**src/rtl/fp32_vec_minmax.sv**
```systemverilog
// Streaming FP32 vector min/max reducer.
// Reports the winner's value, index and count, plus NaN and overflow flags.
module fp32_vec_minmax #(
    parameter int          IDX_W = 8,
    parameter logic [31:0] QNAN  = 32'h7FC0_0000
) (
    input  logic             clk,
    input  logic             reset_n,
    input  logic             is_max,
    input  logic             in_valid,
    output logic             in_ready,
    input  logic [31:0]      in_data,
    input  logic             in_last,
    output logic             out_valid,
    input  logic             out_ready,
    output logic [31:0]      out_data,
    output logic [IDX_W-1:0] out_idx,
    output logic [IDX_W:0]   out_cnt,
    output logic             nan_err,
    output logic             ovf_err
);

    localparam logic [1:0] S_IDLE = 2'd0;
    localparam logic [1:0] S_ACC  = 2'd1;
    localparam logic [1:0] S_DONE = 2'd2;

    localparam logic [IDX_W:0] CNT_MAX = {1'b1, {IDX_W{1'b0}}};
    localparam logic [IDX_W:0] CNT_ONE = {{IDX_W{1'b0}}, 1'b1};

    logic [1:0]       r_state;
    logic             r_live;
    logic             r_max;
    logic [31:0]      r_acc;
    logic [IDX_W-1:0] r_idx;
    logic [IDX_W:0]   r_cnt;
    logic             r_nan;
    logic             r_ovf;

    logic             w_take;
    logic             w_is_nan;
    logic             w_full;
    logic             w_better;
    logic [31:0]      w_key_in;
    logic [31:0]      w_key_acc;

    // Map a float onto an unsigned key whose order is the numeric order; -0 folds onto +0.
    function automatic logic [31:0] f_key(input logic [31:0] x);
        logic [31:0] k;
        if (x[30:0] == 31'd0)
            k = 32'h8000_0000;
        else if (x[31])
            k = ~x;
        else
            k = x | 32'h8000_0000;
        return k;
    endfunction

    assign w_key_in  = f_key(in_data);
    assign w_key_acc = f_key(r_acc);
    assign w_is_nan  = (&in_data[30:23]) && (|in_data[22:0]);
    assign w_full    = (r_cnt == CNT_MAX);
    assign w_better  = r_max ? (w_key_in > w_key_acc) : (w_key_in < w_key_acc);

    assign in_ready  = r_live && (r_state != S_DONE);
    assign w_take    = in_valid && in_ready;

    assign out_valid = (r_state == S_DONE);
    assign out_data  = r_acc;
    assign out_idx   = r_idx;
    assign out_cnt   = r_cnt;
    assign nan_err   = r_nan;
    assign ovf_err   = r_ovf;

    always_ff @(posedge clk) begin
        if (!reset_n) begin
            r_state <= S_IDLE;
            r_live  <= 1'b0;
            r_max   <= 1'b0;
            r_acc   <= 32'd0;
            r_idx   <= '0;
            r_cnt   <= '0;
            r_nan   <= 1'b0;
            r_ovf   <= 1'b0;
        end else begin
            r_live <= 1'b1;
            unique case (r_state)
                S_IDLE: begin
                    if (w_take) begin
                        r_acc   <= w_is_nan ? QNAN : in_data;
                        r_idx   <= '0;
                        r_cnt   <= CNT_ONE;
                        r_max   <= is_max;
                        r_nan   <= w_is_nan;
                        r_ovf   <= 1'b0;
                        r_state <= in_last ? S_DONE : S_ACC;
                    end
                end
                S_ACC: begin
                    if (w_take) begin
                        if (w_full) begin
                            r_ovf <= 1'b1;
                        end else begin
                            r_cnt <= r_cnt + CNT_ONE;
                            // Once a NaN is seen the value and index are frozen.
                            if (!r_nan) begin
                                if (w_is_nan) begin
                                    r_nan <= 1'b1;
                                    r_acc <= QNAN;
                                    r_idx <= r_cnt[IDX_W-1:0];
                                end else if (w_better) begin
                                    r_acc <= in_data;
                                    r_idx <= r_cnt[IDX_W-1:0];
                                end
                            end
                        end
                        if (in_last)
                            r_state <= S_DONE;
                    end
                end
                S_DONE: begin
                    if (out_ready) begin
                        r_state <= S_IDLE;
                        r_acc   <= 32'd0;
                        r_idx   <= '0;
                        r_cnt   <= '0;
                        r_nan   <= 1'b0;
                        r_ovf   <= 1'b0;
                    end
                end
                default: r_state <= S_IDLE;
            endcase
        end
    end

endmodule

```
**config.mk**
```make
export PLATFORM = sky130hd
export DESIGN_NAME = fp32_vec_minmax
export DESIGN_NICKNAME = d
export VERILOG_FILES = /design/src/rtl/fp32_vec_minmax.sv
export SDC_FILE = /design/constraint.sdc
export NUM_CORES = 1
export LEC_CHECK = 0
export CORE_AREA = 3 3 94 96
export DETAILED_ROUTE_END_ITERATION = 16
export DIE_AREA = 0 0 97 99
export DONT_BUFFER_PORTS = 1
export MAX_ROUTING_LAYER = met4
export PLACE_DENSITY = 0.7
export SLEW_MARGIN = 40
export SYNTH_ARGS = -nofsm -noshare
export SYNTH_HDL_FRONTEND = slang
export SYNTH_SLANG_ARGS = --single-unit
```
**constraint.sdc**
```tcl
create_clock -name clk -period 5.6 [get_ports clk]
set_clock_uncertainty 0.1 [all_clocks]
set_input_delay 1.4 -clock clk [delete_from_list [all_inputs] [get_ports clk]]
set_output_delay 1.4 -clock clk [all_outputs]
set_load 0.01 [all_outputs]
```
After elaboration in Yosys (flattened, before gate mapping)
Cells that the tools add are included.
{"block": "totals", "register_bits": 55, "out_inout_bits": 53}
{"block": "classes", "add_sub_neg": 1, "order_cmp": 2, "n_eq_ne": 12, "mux": 45, "bitwise_logic": 2, "n_reduce_logical": 14}
{"cell": "$mux 32", "n": 12}
{"cell": "$pmux 32 s3", "n": 1}
{"cell": "$not 32->32", "n": 2}
{"cell": "$logic_not 31->1", "n": 2}
{"cell": "$mux 8", "n": 7}
{"cell": "$mux 9", "n": 4}
{"cell": "$gt 32x32->1", "n": 1}
{"cell": "$lt 32x32->1", "n": 1}
{"cell": "$pmux 9 s3", "n": 1}
{"cell": "$pmux 8 s3", "n": 1}
{"cell": "$reduce_or 23->1", "n": 1}
{"cell": "$ne 2x2->1 const B", "n": 7}
{"cell": "$mux 1", "n": 11}
{"cell": "$mux 2", "n": 5}
{"cell": "$reduce_and 5->1", "n": 2}
{"cell": "$add 9x1->9 const B", "n": 1}
{"cell": "$eq 9x9->1 const B", "n": 1}
{"cell": "$reduce_and 8->1", "n": 1}
{"cell": "$reduce_and 7->1", "n": 1}
{"cell": "$pmux 1 s3", "n": 2}
{"cell": "$pmux 2 s3", "n": 1}
{"cell": "$reduce_and 4->1", "n": 1}
{"cell": "$logic_and 1x1->1", "n": 3}
{"cell": "$ne 3x3->1 const B", "n": 1}
{"cell": "other kinds (6)", "n": 6}

Depth between registers and ports, before layout
{"block": "depth", "word_depth": 11, "depth_mapped": 16}

Worst setup path before layout
Ideal clock, no wire load.
{"block": "synth_path", "kind": "input to register", "startpoint": "input port in_data[17]", "endpoint": "register r_acc[31], in the netlist out_data[31]", "arrival_ns": 4.425, "setup_slack_ns": 1.004, "cell_stages": 15, "n_path_buf": 3, "path_cell_list": "nor4_1 -> nand4_1 -> nor2_1 -> and3_1 -> clkbuf_1 -> buf_1 -> nor2_1 -> ha_1 -> nand4_2 -> or4_4 -> nor3_2 -> o41ai_2 -> nor2_4 -> buf_12 -> mux2i_1"}
{"block": "synth_between", "elab_chain_len": 7, "word_cells_on_any_way": 18, "cone_classes": "2 x order compare; 1 x eq/ne; 10 x mux; 1 x bitwise; 4 x reduce/logical"}
{"element": "start: declaration", "line_no": "12", "rtl": "input logic [31:0] in_data,"}
{"element": "parallel branches: the longest is 7 deep, another holds $lt 32x32->1"}
{"element": "end signal: assignment", "line_no": "89", "rtl": "r_acc <= w_is_nan ? QNAN : in_data;"}
{"element": "end signal: assignment", "line_no": "111", "rtl": "r_acc <= in_data;"}
{"element": "end: declaration", "line_no": "33", "rtl": "logic [31:0] r_acc;"}
Parallel ways; which one is timed is not known. The select of a mux whose other input is x is not followed.
A chain may end at the register's enable or synchronous reset.

Worst setup path in the final report
{"block": "layout_path", "startpoint": "input port in_data[17]", "endpoint": "register r_acc[28], in the netlist out_data[28]"}
The elaborated chain is that of the path after synthesis.

==> results.txt <==
----------------------------------------------------
[Floorplan]
  Core area ... 0.00813 mm²
  Area enclosed by the die boundary ... 0.00960 mm²
  Die height ... 99 µm
  Row count ... 33
  Number of top-level pins ... 91
  Starting Density ... 0.514
  Die X-Extent ... 97 µm

[Finish]
  Area Growth Syn to Fin ... 2.21%
  Post-layout nets ... 587
  Fraction of layout instances using a drive strength above 1 ... 0.0488
  Antenna Cells ... 0
  Fill count ... 762

[Worst hold path]
  Hold crit path type ... register to register
  Origin of the worst min-delay path ... out_idx[4]

[Place]
  Port buffer count ... 0
  RePlAce Congestion ... 0.862
  HPWL Detailed ... 7.70 mm

[Drt]
  Vias per std cell ... 5.83
  DRT Pass-1 Iters ... 5
  Antenna-violating nets left ... 0
  DRT iter0 DRCs ... 171
  Routed len/inst ... 16.7 µm
  Routed vias ... 3,600
  DRC violation count after routing ... 0
  Aggregate routed wire length ... 10.3 mm

[Timing]
  Fin. max-slew vios ... 0
  Share of the clock period used by the worst path after layout ... 0.866
  Setup repair after global routing missed its margin ... no
  Setup TNS ... 0 ns
  Fin. Hold Viols ... 0
  Least-Margin Pin Slew ... 0.650 ns
  Max Clock Freq ... 206 MHz
  Worst slew margin relative to its limit ... 0.563
  Min Clock Period, post-route ... 4.85 ns
  Total setup violations reported at the end of the flow ... 0

[Power and ir drop]
  Maximum vdd drop ... 125 µV
  Sequential Power Share ... 0.430
  Static leakage ... 1.79 nW
  Power after layout ... 0.00115 W
  Design internal power ... 0.000705 W
  Psw ... 0.000443 W
  Switching part of the total power ... 0.386
  Pwr dens ... 268 mW/mm²
  Part of the power in the clock network ... 0.216
  Part of the power in combinational logic ... 0.354

[Yosys]
  Number of enable flip-flop cells after synthesis ... 0
  Sequential share of the synthesized area ... 0.263
  Synth Register Bits ... 55
  Post-synth design cell area ... 0.00418 mm²
  Number of cells produced by synthesis ... 530
  Async set or reset register ratio after synthesis ... 0
  Total nets after synthesis ... 606
  Most common cell in the synthesized netlist ... sky130_fd_sc_hd__nand2_1
  Fraction of post-synthesis cell area in the top cell type by area ... 0.263
  Yosys warning count ... 0
  Yosys cell types ... 42
  Top FF cell, synth ... sky130_fd_sc_hd__dfxtp_1
  Most common library cells after synthesis ... sky130_fd_sc_hd__nand2_1, sky130_fd_sc_hd__dfxtp_1, sky130_fd_sc_hd__nor2_1
  Syn Area/Cell ... 7.89 µm²
  Largest cells by area after synthesis ... sky130_fd_sc_hd__dfxtp_1, sky130_fd_sc_hd__ha_1, sky130_fd_sc_hd__nand2_1
  Cell accounting for the most synthesized area ... sky130_fd_sc_hd__dfxtp_1

[CTS]
  Max H-tree Level ... 2
  Cell at the root of the clock tree ... sky130_fd_sc_hd__clkbuf_8
  Clock sinks ... 55
  Post-CTS resize count ... 0
  Skew-Pair Late Insertion Delay ... 0.33 ns
  CTS tree ... built
  Clock edge transition at the registers on the reported setup and hold paths ... 0.12 ns
  CTS buffer count ... 5
  Number of post-CTS setup repair buffers ... 0
  Hold-fix buffers, CTS ... 0
  Bufs on Longest Clock Path ... 2

[Worst setup path]
  Worst setup path class ... input pin to register
  CP startpoint ... in_data[17]
  Critical path data arrival time ... 5.01 ns
  Nature of the critical path endpoint ... register
  WP data required ... 5.76 ns
  Worst reg2reg startpoint ... out_data[28]
  Worst-path fanout max ... 32
  CP startpoint kind ... input pin

[Global routing]
  Remaining Overflow, GRT ... 0
  Global-route wire length before repair ... 16.8 mm
  Overall global routing resource usage ... 0.217
  Maximum number of pins on one net before global-route repair ... 62
  Initial antenna violation count ... 0
  Number of global-route vias before repair ... 3,412

[Outcome]
  Outcome ... completed

[Run]
  Count of max-cap constraint violations ... 0

----------------------------------------------------
==> power by group through the flow <==
stage	clock network, W	logic [W]	registers, W
floorplan	0	0.000371	0.000475
global placement	0	0.000394	0.000502
detailed placement	0	0.000405	0.000503
CTS	0.000251	0.000409	0.000494
global route	0.000270	0.000461	0.000498
finish	0.000248	0.000406	0.000493
==> state kept, by name, indices dropped and copies added, names as in the netlist <==
signal / cells
nan_err: 1
out_cnt: 9
out_data: 32
out_idx: 8
ovf_err: 1
r_live: 1
r_max: 1
r_state: 2
==> routing by layer <==
layer	up-vias	wire [µm]	GRT usage
li1	1774	-	-
met1	1702	4180	0.236
met4	0	191	0.0637
met2	112	5210	0.380
met3	12	719	0.0686
met5	-	0	-
==> through the flow <==
stage	worst slack (ns)	instance area, µm²	std cells	util	hold WS, ns
floorplan	1.00	4180	530	-	0.346
global placement	0.525	4170	609	0.513	0.397
detailed placement	0.417	4180	609	0.513	0.405
CTS	0.753	4270	617	0.525	0.423
global route	0.503	4270	617	0.525	0.455
finish	0.750	4270	617	0.525	0.420
==> kinds of logic (layout without fill, tap and decap cells) <==
| kind of cell | count (synthesis) | count (layout) | synth area share |
|---|---|---|---|
| flip-flops | 55 | 55 | 0.263 |
| buffers and inverters | 40 | 22 | 0.0518 |
| AO/OA/AOI/OAI | 47 | 47 | 0.0658 |
| AND/OR/NAND/NOR | 242 | 242 | 0.267 |
| adder cells (fa/ha/maj) | 38 | 38 | 0.114 |
| XOR/XNOR | 68 | 68 | 0.142 |
| multiplexers | 40 | 40 | 0.0958 |
==> path summary, 6_finish.rpt <==
kind / end / slack (ns) / depth (start not counted)
hold / removal: out_idx[4] / 0.42 / 2
setup reg to reg: out_data[28] / 1.04 / 14
setup / recovery: out_data[28] / 0.75 / 14
hold reg to reg: out_idx[4] / 0.42 / 2
==> worst max-delay path: stages <==
cell and delay, ns:
sky130_fd_sc_hd__nor4_1 0.51, sky130_fd_sc_hd__nand4_1 0.19, sky130_fd_sc_hd__nor2_1 0.19, sky130_fd_sc_hd__and3_1 0.17, sky130_fd_sc_hd__buf_4 0.30, sky130_fd_sc_hd__nor2_1 0.09
sky130_fd_sc_hd__ha_1 0.33, sky130_fd_sc_hd__nand4_1 0.16, sky130_fd_sc_hd__or4_4 0.56, sky130_fd_sc_hd__nor3_2 0.23, sky130_fd_sc_hd__o41ai_2 0.13, sky130_fd_sc_hd__nor2_4 0.11
sky130_fd_sc_hd__buf_4 0.36, sky130_fd_sc_hd__mux2i_1 0.24
==> placed cells by master, fill, tap and decap left out, drive strengths merged <==
master and n:
nand3 22, clkinv 1, a211oi 1, nor4 16
nand4b 1, nand4 14, and3 2, and2 4
o21a 1, a21oi 27, dfxtp 55, nor2b 3
o41ai 1, and3b 2, o21ai 12, a21bo 1
inv 11, xor2 37, ha 38, o311a 1
mux2i 40, nand2 115, a221oi 1, buf 5
nor3 8, nor2 44, or4 2, xnor2 31
or3 3, clkbuf 5, nand2b 5, and4 1
o211ai 2
==> layout make-up <==
type	count	area, µm²	share of cell area
Timing Repair Buffer	5	37.5	0.00878
Inverter	9	33.8	0.00790
Clock buffer	5	68.8	0.0161
Clock inverter	3	28.8	0.00673
Tap cell	105	131	0.0307
Multi-Input combinational cell	435	2870	0.671
Sequential cell	55	1100	0.258
Note: power is estimated with default switching activity, not from simulation.
